`src/rtl/reciprocal_iter_if.sv`:
```
// ----------------------------------------------------------------------------
// reciprocal_iter_if
//
// Purpose:
//   Groups the request/response handshake of the reciprocal unit so the
//   producer/consumer side and the divider share one bundle.
//
// Signals:
//   in_valid    request present (master -> slave)
//   in_ready    unit can accept a request (slave -> master)
//   num         unsigned divisor, WIDTH bits (master -> slave)
//   out_valid   result available (slave -> master)
//   out_ready   consumer takes the result (master -> slave)
//   reciprocal  unsigned quotient, WIDTH bits (slave -> master)
//   div_by_zero result came from a zero divisor (slave -> master)
//   busy        unit is working on or holding a result (slave -> master)
//
// Modports:
//   master  the requester/consumer side
//   slave   the reciprocal unit itself
// ----------------------------------------------------------------------------
`timescale 1ns/1ps

interface reciprocal_iter_if #(
    parameter int WIDTH = 27
);
    logic             in_valid;
    logic             in_ready;
    logic [WIDTH-1:0] num;
    logic             out_valid;
    logic             out_ready;
    logic [WIDTH-1:0] reciprocal;
    logic             div_by_zero;
    logic             busy;

    modport master (
        output in_valid,
        output num,
        output out_ready,
        input  in_ready,
        input  out_valid,
        input  reciprocal,
        input  div_by_zero,
        input  busy
    );

    modport slave (
        input  in_valid,
        input  num,
        input  out_ready,
        output in_ready,
        output out_valid,
        output reciprocal,
        output div_by_zero,
        output busy
    );
endinterface

```
`src/rtl/reciprocal_iter.sv`:
```
// ----------------------------------------------------------------------------
// reciprocal_iter
//
// Purpose:
//   Multi-cycle fixed-point reciprocal. Computes floor(2^FRAC / num) with a
//   radix-2 restoring division producing one quotient bit per clock. A zero
//   divisor is reported through div_by_zero with an all-ones result.
//
// Parameters:
//   WIDTH  bit width of num and of the result
//   FRAC   fractional bits of the result, 1 <= FRAC <= WIDTH-1
//
// Ports:
//   clk    rising-edge clock
//   rst_n  asynchronous active-low reset
//   bus    reciprocal_iter_if.slave: in_valid/in_ready/num request side,
//          out_valid/out_ready/reciprocal/div_by_zero response side, busy
//
// Build option:
//   RECIP_ROUND_EN  when defined, a ROUND state after the iterations turns
//                   the truncated quotient into round-half-up of 2^FRAC/num
//                   (one extra cycle of latency).
// ----------------------------------------------------------------------------
`timescale 1ns/1ps

module reciprocal_iter #(
    parameter int WIDTH = 27,
    parameter int FRAC  = 26
) (
    input logic              clk,
    input logic              rst_n,
    reciprocal_iter_if.slave bus
);

    // A FRAC outside 1..WIDTH-1 would let the quotient overflow WIDTH bits,
    // so such a configuration is refused at elaboration.
    generate
        if (FRAC < 1 || FRAC > WIDTH - 1) begin : gBadFrac
            $error("reciprocal_iter: FRAC must satisfy 1 <= FRAC <= WIDTH-1");
        end
    endgenerate

    localparam int               CNT_W    = $clog2(FRAC + 1);
    localparam logic [CNT_W-1:0] CNT_INIT = CNT_W'(FRAC);

    typedef enum logic [1:0] {
        S_IDLE  = 2'd0,
        S_CALC  = 2'd1,
        S_DONE  = 2'd2
`ifdef RECIP_ROUND_EN
        ,
        S_ROUND = 2'd3
`endif
    } state_t;

    state_t           state_q,     state_d;
    logic [WIDTH-1:0] divisor_q,   divisor_d;
    logic [WIDTH:0]   remainder_q, remainder_d;
    logic [WIDTH-1:0] quotient_q,  quotient_d;
    logic [CNT_W-1:0] count_q,     count_d;
    logic [WIDTH-1:0] result_q,    result_d;
    logic             divZero_q,   divZero_d;

    logic [WIDTH:0]   shiftedRem;
    logic             geDivisor;
    logic [WIDTH:0]   diffRem;
    logic [WIDTH-1:0] quotientStep;
`ifdef RECIP_ROUND_EN
    logic             roundUp;
`endif

    // One restoring-division step. The very first iteration (counter still at
    // its start value) compares the initial remainder of 1 directly, which
    // produces the 2^FRAC quotient bit; every later step doubles the
    // remainder first. Because the remainder always stays below the divisor,
    // the doubled value fits in WIDTH+1 bits.
    always_comb begin
        shiftedRem   = (count_q == CNT_INIT) ? remainder_q : (remainder_q << 1);
        geDivisor    = (shiftedRem >= {1'b0, divisor_q});
        diffRem      = shiftedRem - {1'b0, divisor_q};
        quotientStep = (quotient_q << 1) | WIDTH'(geDivisor);
`ifdef RECIP_ROUND_EN
        roundUp      = ((remainder_q << 1) >= {1'b0, divisor_q});
`endif
    end

    // Next-state and datapath control. Everything holds by default; the
    // result register only changes on the way into DONE so the consumer sees
    // a stable value while it stalls and after it has taken the result.
    always_comb begin
        state_d     = state_q;
        divisor_d   = divisor_q;
        remainder_d = remainder_q;
        quotient_d  = quotient_q;
        count_d     = count_q;
        result_d    = result_q;
        divZero_d   = divZero_q;

        case (state_q)
            S_IDLE: begin
                if (bus.in_valid) begin
                    divisor_d = bus.num;
                    if (bus.num == '0) begin
                        state_d   = S_DONE;
                        result_d  = '1;
                        divZero_d = 1'b1;
                    end else begin
                        state_d     = S_CALC;
                        remainder_d = (WIDTH+1)'(1);
                        quotient_d  = '0;
                        count_d     = CNT_INIT;
                        divZero_d   = 1'b0;
                    end
                end
            end

            S_CALC: begin
                remainder_d = geDivisor ? diffRem : shiftedRem;
                quotient_d  = quotientStep;
                if (count_q == '0) begin
`ifdef RECIP_ROUND_EN
                    state_d  = S_ROUND;
`else
                    state_d  = S_DONE;
                    result_d = quotientStep;
`endif
                end else begin
                    count_d = count_q - 1'b1;
                end
            end

`ifdef RECIP_ROUND_EN
            S_ROUND: begin
                state_d = S_DONE;
                if (roundUp && (quotient_q != '1)) begin
                    result_d = quotient_q + 1'b1;
                end else begin
                    result_d = quotient_q;
                end
            end
`endif

            S_DONE: begin
                if (bus.out_ready) begin
                    state_d = S_IDLE;
                end
            end

            default: begin
                state_d = S_IDLE;
            end
        endcase
    end

    // State and datapath registers. Reset drops any in-flight division on
    // the spot, so a reset mid-calculation emits nothing.
    always_ff @(posedge clk or negedge rst_n) begin
        if (!rst_n) begin
            state_q     <= S_IDLE;
            divisor_q   <= '0;
            remainder_q <= '0;
            quotient_q  <= '0;
            count_q     <= '0;
            result_q    <= '0;
            divZero_q   <= 1'b0;
        end else begin
            state_q     <= state_d;
            divisor_q   <= divisor_d;
            remainder_q <= remainder_d;
            quotient_q  <= quotient_d;
            count_q     <= count_d;
            result_q    <= result_d;
            divZero_q   <= divZero_d;
        end
    end

    // Handshake flags are pure decodes of the state, so in_ready and
    // out_valid can never be high together and there is no overlap between
    // consecutive requests.
    assign bus.in_ready    = (state_q == S_IDLE);
    assign bus.out_valid   = (state_q == S_DONE);
    assign bus.busy        = (state_q != S_IDLE);
    assign bus.reciprocal  = result_q;
    assign bus.div_by_zero = divZero_q;

endmodule

```
`src/flat_wrapper.sv`:
```
// flat-port wrapper written by rule: the top's interface ports become plain ports
module reciprocal_iter_flat 
#(
    parameter int WIDTH = 27,
    parameter int FRAC  = 26
)
  (clk, rst_n, bus_in_valid, bus_num, bus_out_ready, bus_in_ready, bus_out_valid, bus_reciprocal, bus_div_by_zero, bus_busy);
  reciprocal_iter_if #(.WIDTH(WIDTH)) bus_i ();
  input logic clk;
  input logic rst_n;
  input wire logic [$bits(bus_i.in_valid)-1:0] bus_in_valid;
  input wire logic [$bits(bus_i.num)-1:0] bus_num;
  input wire logic [$bits(bus_i.out_ready)-1:0] bus_out_ready;
  output wire logic [$bits(bus_i.in_ready)-1:0] bus_in_ready;
  output wire logic [$bits(bus_i.out_valid)-1:0] bus_out_valid;
  output wire logic [$bits(bus_i.reciprocal)-1:0] bus_reciprocal;
  output wire logic [$bits(bus_i.div_by_zero)-1:0] bus_div_by_zero;
  output wire logic [$bits(bus_i.busy)-1:0] bus_busy;
  assign bus_i.in_valid = bus_in_valid;
  assign bus_i.num = bus_num;
  assign bus_i.out_ready = bus_out_ready;
  assign bus_in_ready = bus_i.in_ready;
  assign bus_out_valid = bus_i.out_valid;
  assign bus_reciprocal = bus_i.reciprocal;
  assign bus_div_by_zero = bus_i.div_by_zero;
  assign bus_busy = bus_i.busy;
  reciprocal_iter #(.WIDTH(WIDTH), .FRAC(FRAC)) u_core (.clk(clk), .rst_n(rst_n), .bus(bus_i));
endmodule
```
`config.mk`:
```
export PLATFORM = sky130hd
export DESIGN_NAME = reciprocal_iter_flat
export DESIGN_NICKNAME = d
export VERILOG_FILES = /design/src/rtl/reciprocal_iter_if.sv /design/src/rtl/reciprocal_iter.sv /design/src/flat_wrapper.sv
export SDC_FILE = /design/constraint.sdc
export NUM_CORES = 1
export LEC_CHECK = 0
export ABC_CLOCK_PERIOD_IN_PS = 11900
export BUFFER_PORTS_ARGS = -buffer_cell sky130_fd_sc_hd__buf_2
export CAP_MARGIN = 20
export CORE_MARGIN = 2
export CORE_UTILIZATION = 40
export DETAILED_ROUTE_END_ITERATION = 12
export SYNTH_ARGS = -nofsm -noshare
export SYNTH_HDL_FRONTEND = slang
export SYNTH_SLANG_ARGS = --single-unit
```
`constraint.sdc`:
```
create_clock -name clk -period 11.9 [get_ports clk]
set_clock_uncertainty 0.2 [all_clocks]
set_input_delay 2.38 -clock clk [delete_from_list [all_inputs] [get_ports clk]]
set_output_delay 2.38 -clock clk [all_outputs]
set_load 0.005 [all_outputs]
```
==> run_results.csv <==
group,metric,value,unit
status,status,"completed",
synth,ys.flop_type,"dfrtp_1",
placement,dp_hpwl,11.0,mm
route,drt_iter0_drc,330,
synth,ys_seq_area_share,43.9,%
global_route,antenna_found_initial,0,
clock_network,cts_setup_buffers,0,
final_layout,n_fill_cell,1665,
timing,fin_crit,5860,ps
critical_path,cp.arrival,5930,ps
final_layout,multi_input_area,3380,sq um
synth,avgSynthCellArea,8.80,sq um
route,drc,0,
critical_path,critPathLaunchType,"flip-flop",
critical_path,path_class,"flip-flop to flip-flop",
synth,synth_top_area_cell,"dfrtp_1",
final_layout,antenna_cells,0,
timing,finalCritPeriodShare,49.3,%
timing,setup_viol,0,
synth,synth-edff-count,0,
final_layout,final_nets,860,
clock_network,clockBufferDepth,2,
synth,syn_inst,751,
critical_path,cp_max_fo,28,
timing,rsz0062_at_grt,"no",
floorplan,initial_utilization,40.4,%
floorplan,die_area,17600,sq um
clock_network,cts_root_buf,"clkbuf_16",
clock_network,cts.sinks,116,
timing,timing.fmax,171,MHz
final_layout,regArea,2900,sq um
route,vias,5397,
synth,synth_seq_cells,116,
route,wl_per_cell,15.4,microns
clock_network,cts_tree,"yes",
critical_path,slowest_stage,"nor4bb_4",
clock_network,clkSlewWorstSetupHoldPaths,60,ps
timing,slew_headroom,27.9,%
final_layout,final_common_cell,"nand2_1",
floorplan,num_rows,47,
synth,synth.yosys.warnings,0,
clock_network,htreeDepth,4,
route,post_drt_via_cell_ratio,5.23,
synth,synth_cell_types,62,
clock_network,cts_hold_buf,0,
critical_path,end_kind,"flip-flop",
global_route,grt_max_degree,73,
clock_network,cts_made_buffers,17,
timing,tns,0,ps
synth,syn-cell-area,6610,sq um
timing,hold_violations,0,
clock_network,clk_latency,430,ps
global_route,grt_pass1_wl,26.4,mm
timing,fin_hold_ws,268,ps
synth,synthesis.nets,813,
timing,drv_slew,0,
synth,synth_top_area_share,43.9,%
global_route,overflow,0,
final_layout,syn_to_final_growth,16.8,%
route,wl,15.9,mm
placement,io_buffers,61,
floorplan,ios,62,
route,ant_nets,0,
critical_path,slowest_delay,890,ps
timing,tightest_slew,1080,ps
global_route,grt_pass1_vias,5116,
final_layout,drive_gt1_share,14.1,%
floorplan,die_w,133,microns
route,drt_pre_antenna_iters,5,
clock_network,cts-resized-gates,0,
synth,synthArstFlopShare,100,%
global_route,grt_usage,19.0,%
floorplan,fp.coreArea,16300,sq um
final_layout,layout_common_cells,"nand2_1, dfrtp_1, o21ai_0",
min_path,hold_path.class,"flip-flop to flip-flop",
placement,place_congestion,0.822,
synth,synth_area_leaders,"dfrtp_1, nand2_1, ha_1, o21ai_0, mux2i_1",
flow_run,drv_cap,0,
critical_path,cp_common_cell,"buf_4",
critical_path,path_cells,"inv_1 -> ha_1 -> nand4b_1 -> buf_4 -> clkinv_1 -> nand2_1 -> o21ai_0 -> fa_1 -> a21o_1 -> a221oi_4 -> a211oi_1 -> o211ai_2 -> a21oi_1 -> nor4bb_4 -> buf_4 -> nand2b_1 -> o221ai_1",
critical_path,cp.required,11970,ps
floorplan,die_h,133,microns
cell usage after synthesis (2+ instances only):
| master | instances |
|---|---|
| nand2_1 | 163 |
| dfrtp_1 | 116 |
| o21ai_0 | 74 |
| inv_1 | 42 |
| nor2_1 | 40 |
| clkbuf_1 | 34 |
| ha_1 | 30 |
| a21oi_1 | 28 |
| a22o_1 | 26 |
| mux2i_1 | 24 |
| o21ai_1 | 18 |
| xnor2_1 | 17 |
| a21o_1 | 10 |
| nand2b_1 | 9 |
| xor2_1 | 9 |
| nand3_1 | 8 |
| nor4_1 | 7 |
| o21a_1 | 7 |
| nand4_1 | 6 |
| and4_1 | 5 |
| o221ai_1 | 5 |
| and2_1 | 4 |
| nor3_1 | 4 |
| o211ai_1 | 4 |
| o21bai_1 | 4 |
| a21boi_0 | 3 |
| a31oi_1 | 3 |
| and3_1 | 3 |
| mux2_2 | 3 |
| or2_2 | 3 |
| or3_1 | 3 |
| a211o_1 | 2 |
| a211oi_1 | 2 |
| a22oi_1 | 2 |
| a32oi_1 | 2 |
| buf_1 | 2 |
| buf_12 | 2 |
| nor2b_1 | 2 |
| o22ai_1 | 2 |
critical path: cells and delay by family (launching register included):
family / cells / cell delay, ps
AND/OR/NAND/NOR: 4 / 1570
buffers and inverters: 4 / 1470
flip-flops: 1 / 380
AO/OA/AOI/OAI: 7 / 1380
adder cells (fa/ha/maj): 2 / 660
per-stage QoR:
stage	std cells	instance area [sq um]	worst slack (ps)	utilization (%)
global route	1031	7720	5610	47.2
finish	1031	7720	6040	47.2
global placement	998	7080	6270	43.3
floorplan	751	6610	7630	-
CTS	1030	7690	6050	47.1
detailed placement	998	7080	6070	43.3
kinds of logic (layout without fill, tap and decap cells):
logic type                 count (synthesis)  count (layout)  synth area share (%)
muxes                                     27              27                  4.14
AOI/OAI and AO/OA                        205             205                  19.9
adders and majority gates                 31              31                  5.98
DFF                                      116             116                  43.9
xor gates and xnor gates                  26              26                  3.44
buffers and inverters                     83             143                  5.28
and+or+nand+nor                          263             263                  17.3
layer usage:
layer  vias up  wire, microns  track usage, %
met5         -              0               0
met1      2563           7620            26.0
met3        16            674            4.71
met4         0            177            5.50
li1       2707              -               -
met2       111           7410            30.1
layout make-up:
cell class | count | share of cell area (%)
clock inverters | 15 | 2.50
multi-input cells | 552 | 43.8
clock buffers | 17 | 5.51
repair buffers | 68 | 4.93
inverters | 43 | 2.09
flip-flops and latches | 116 | 37.6
well taps | 220 | 3.56
final timing paths:
path / startpoint / to / slack (ps) / cells after the start
min in group asynchronous: rst_n / u_core.bus.reciprocal[8] / 1750 / 1
max in group asynchronous: rst_n / u_core.quotient_q[5] / 8400 / 2
worst min-delay path: u_core.bus.reciprocal[12] / u_core.bus.reciprocal[12] / 270 / 2
worst max register to register: u_core.count_q[0] / u_core.remainder_q[22] / 6040 / 17
worst max-delay path: u_core.count_q[0] / u_core.remainder_q[22] / 6040 / 17
worst min register to register: u_core.bus.reciprocal[12] / u_core.bus.reciprocal[12] / 270 / 2
flip-flops by register name, indices dropped and copies added (netlist names):
name and cells:
u_core.bus.div_by_zero 1, u_core.quotient_q 26, u_core.remainder_q 28, u_core.divisor_q 27, u_core.bus.reciprocal 27, u_core.state_q 2
u_core.count_q 5
Power is left out: the tool's default activity adds up to more than one toggle a clock period on the data nets, which glitch-free logic cannot reach.
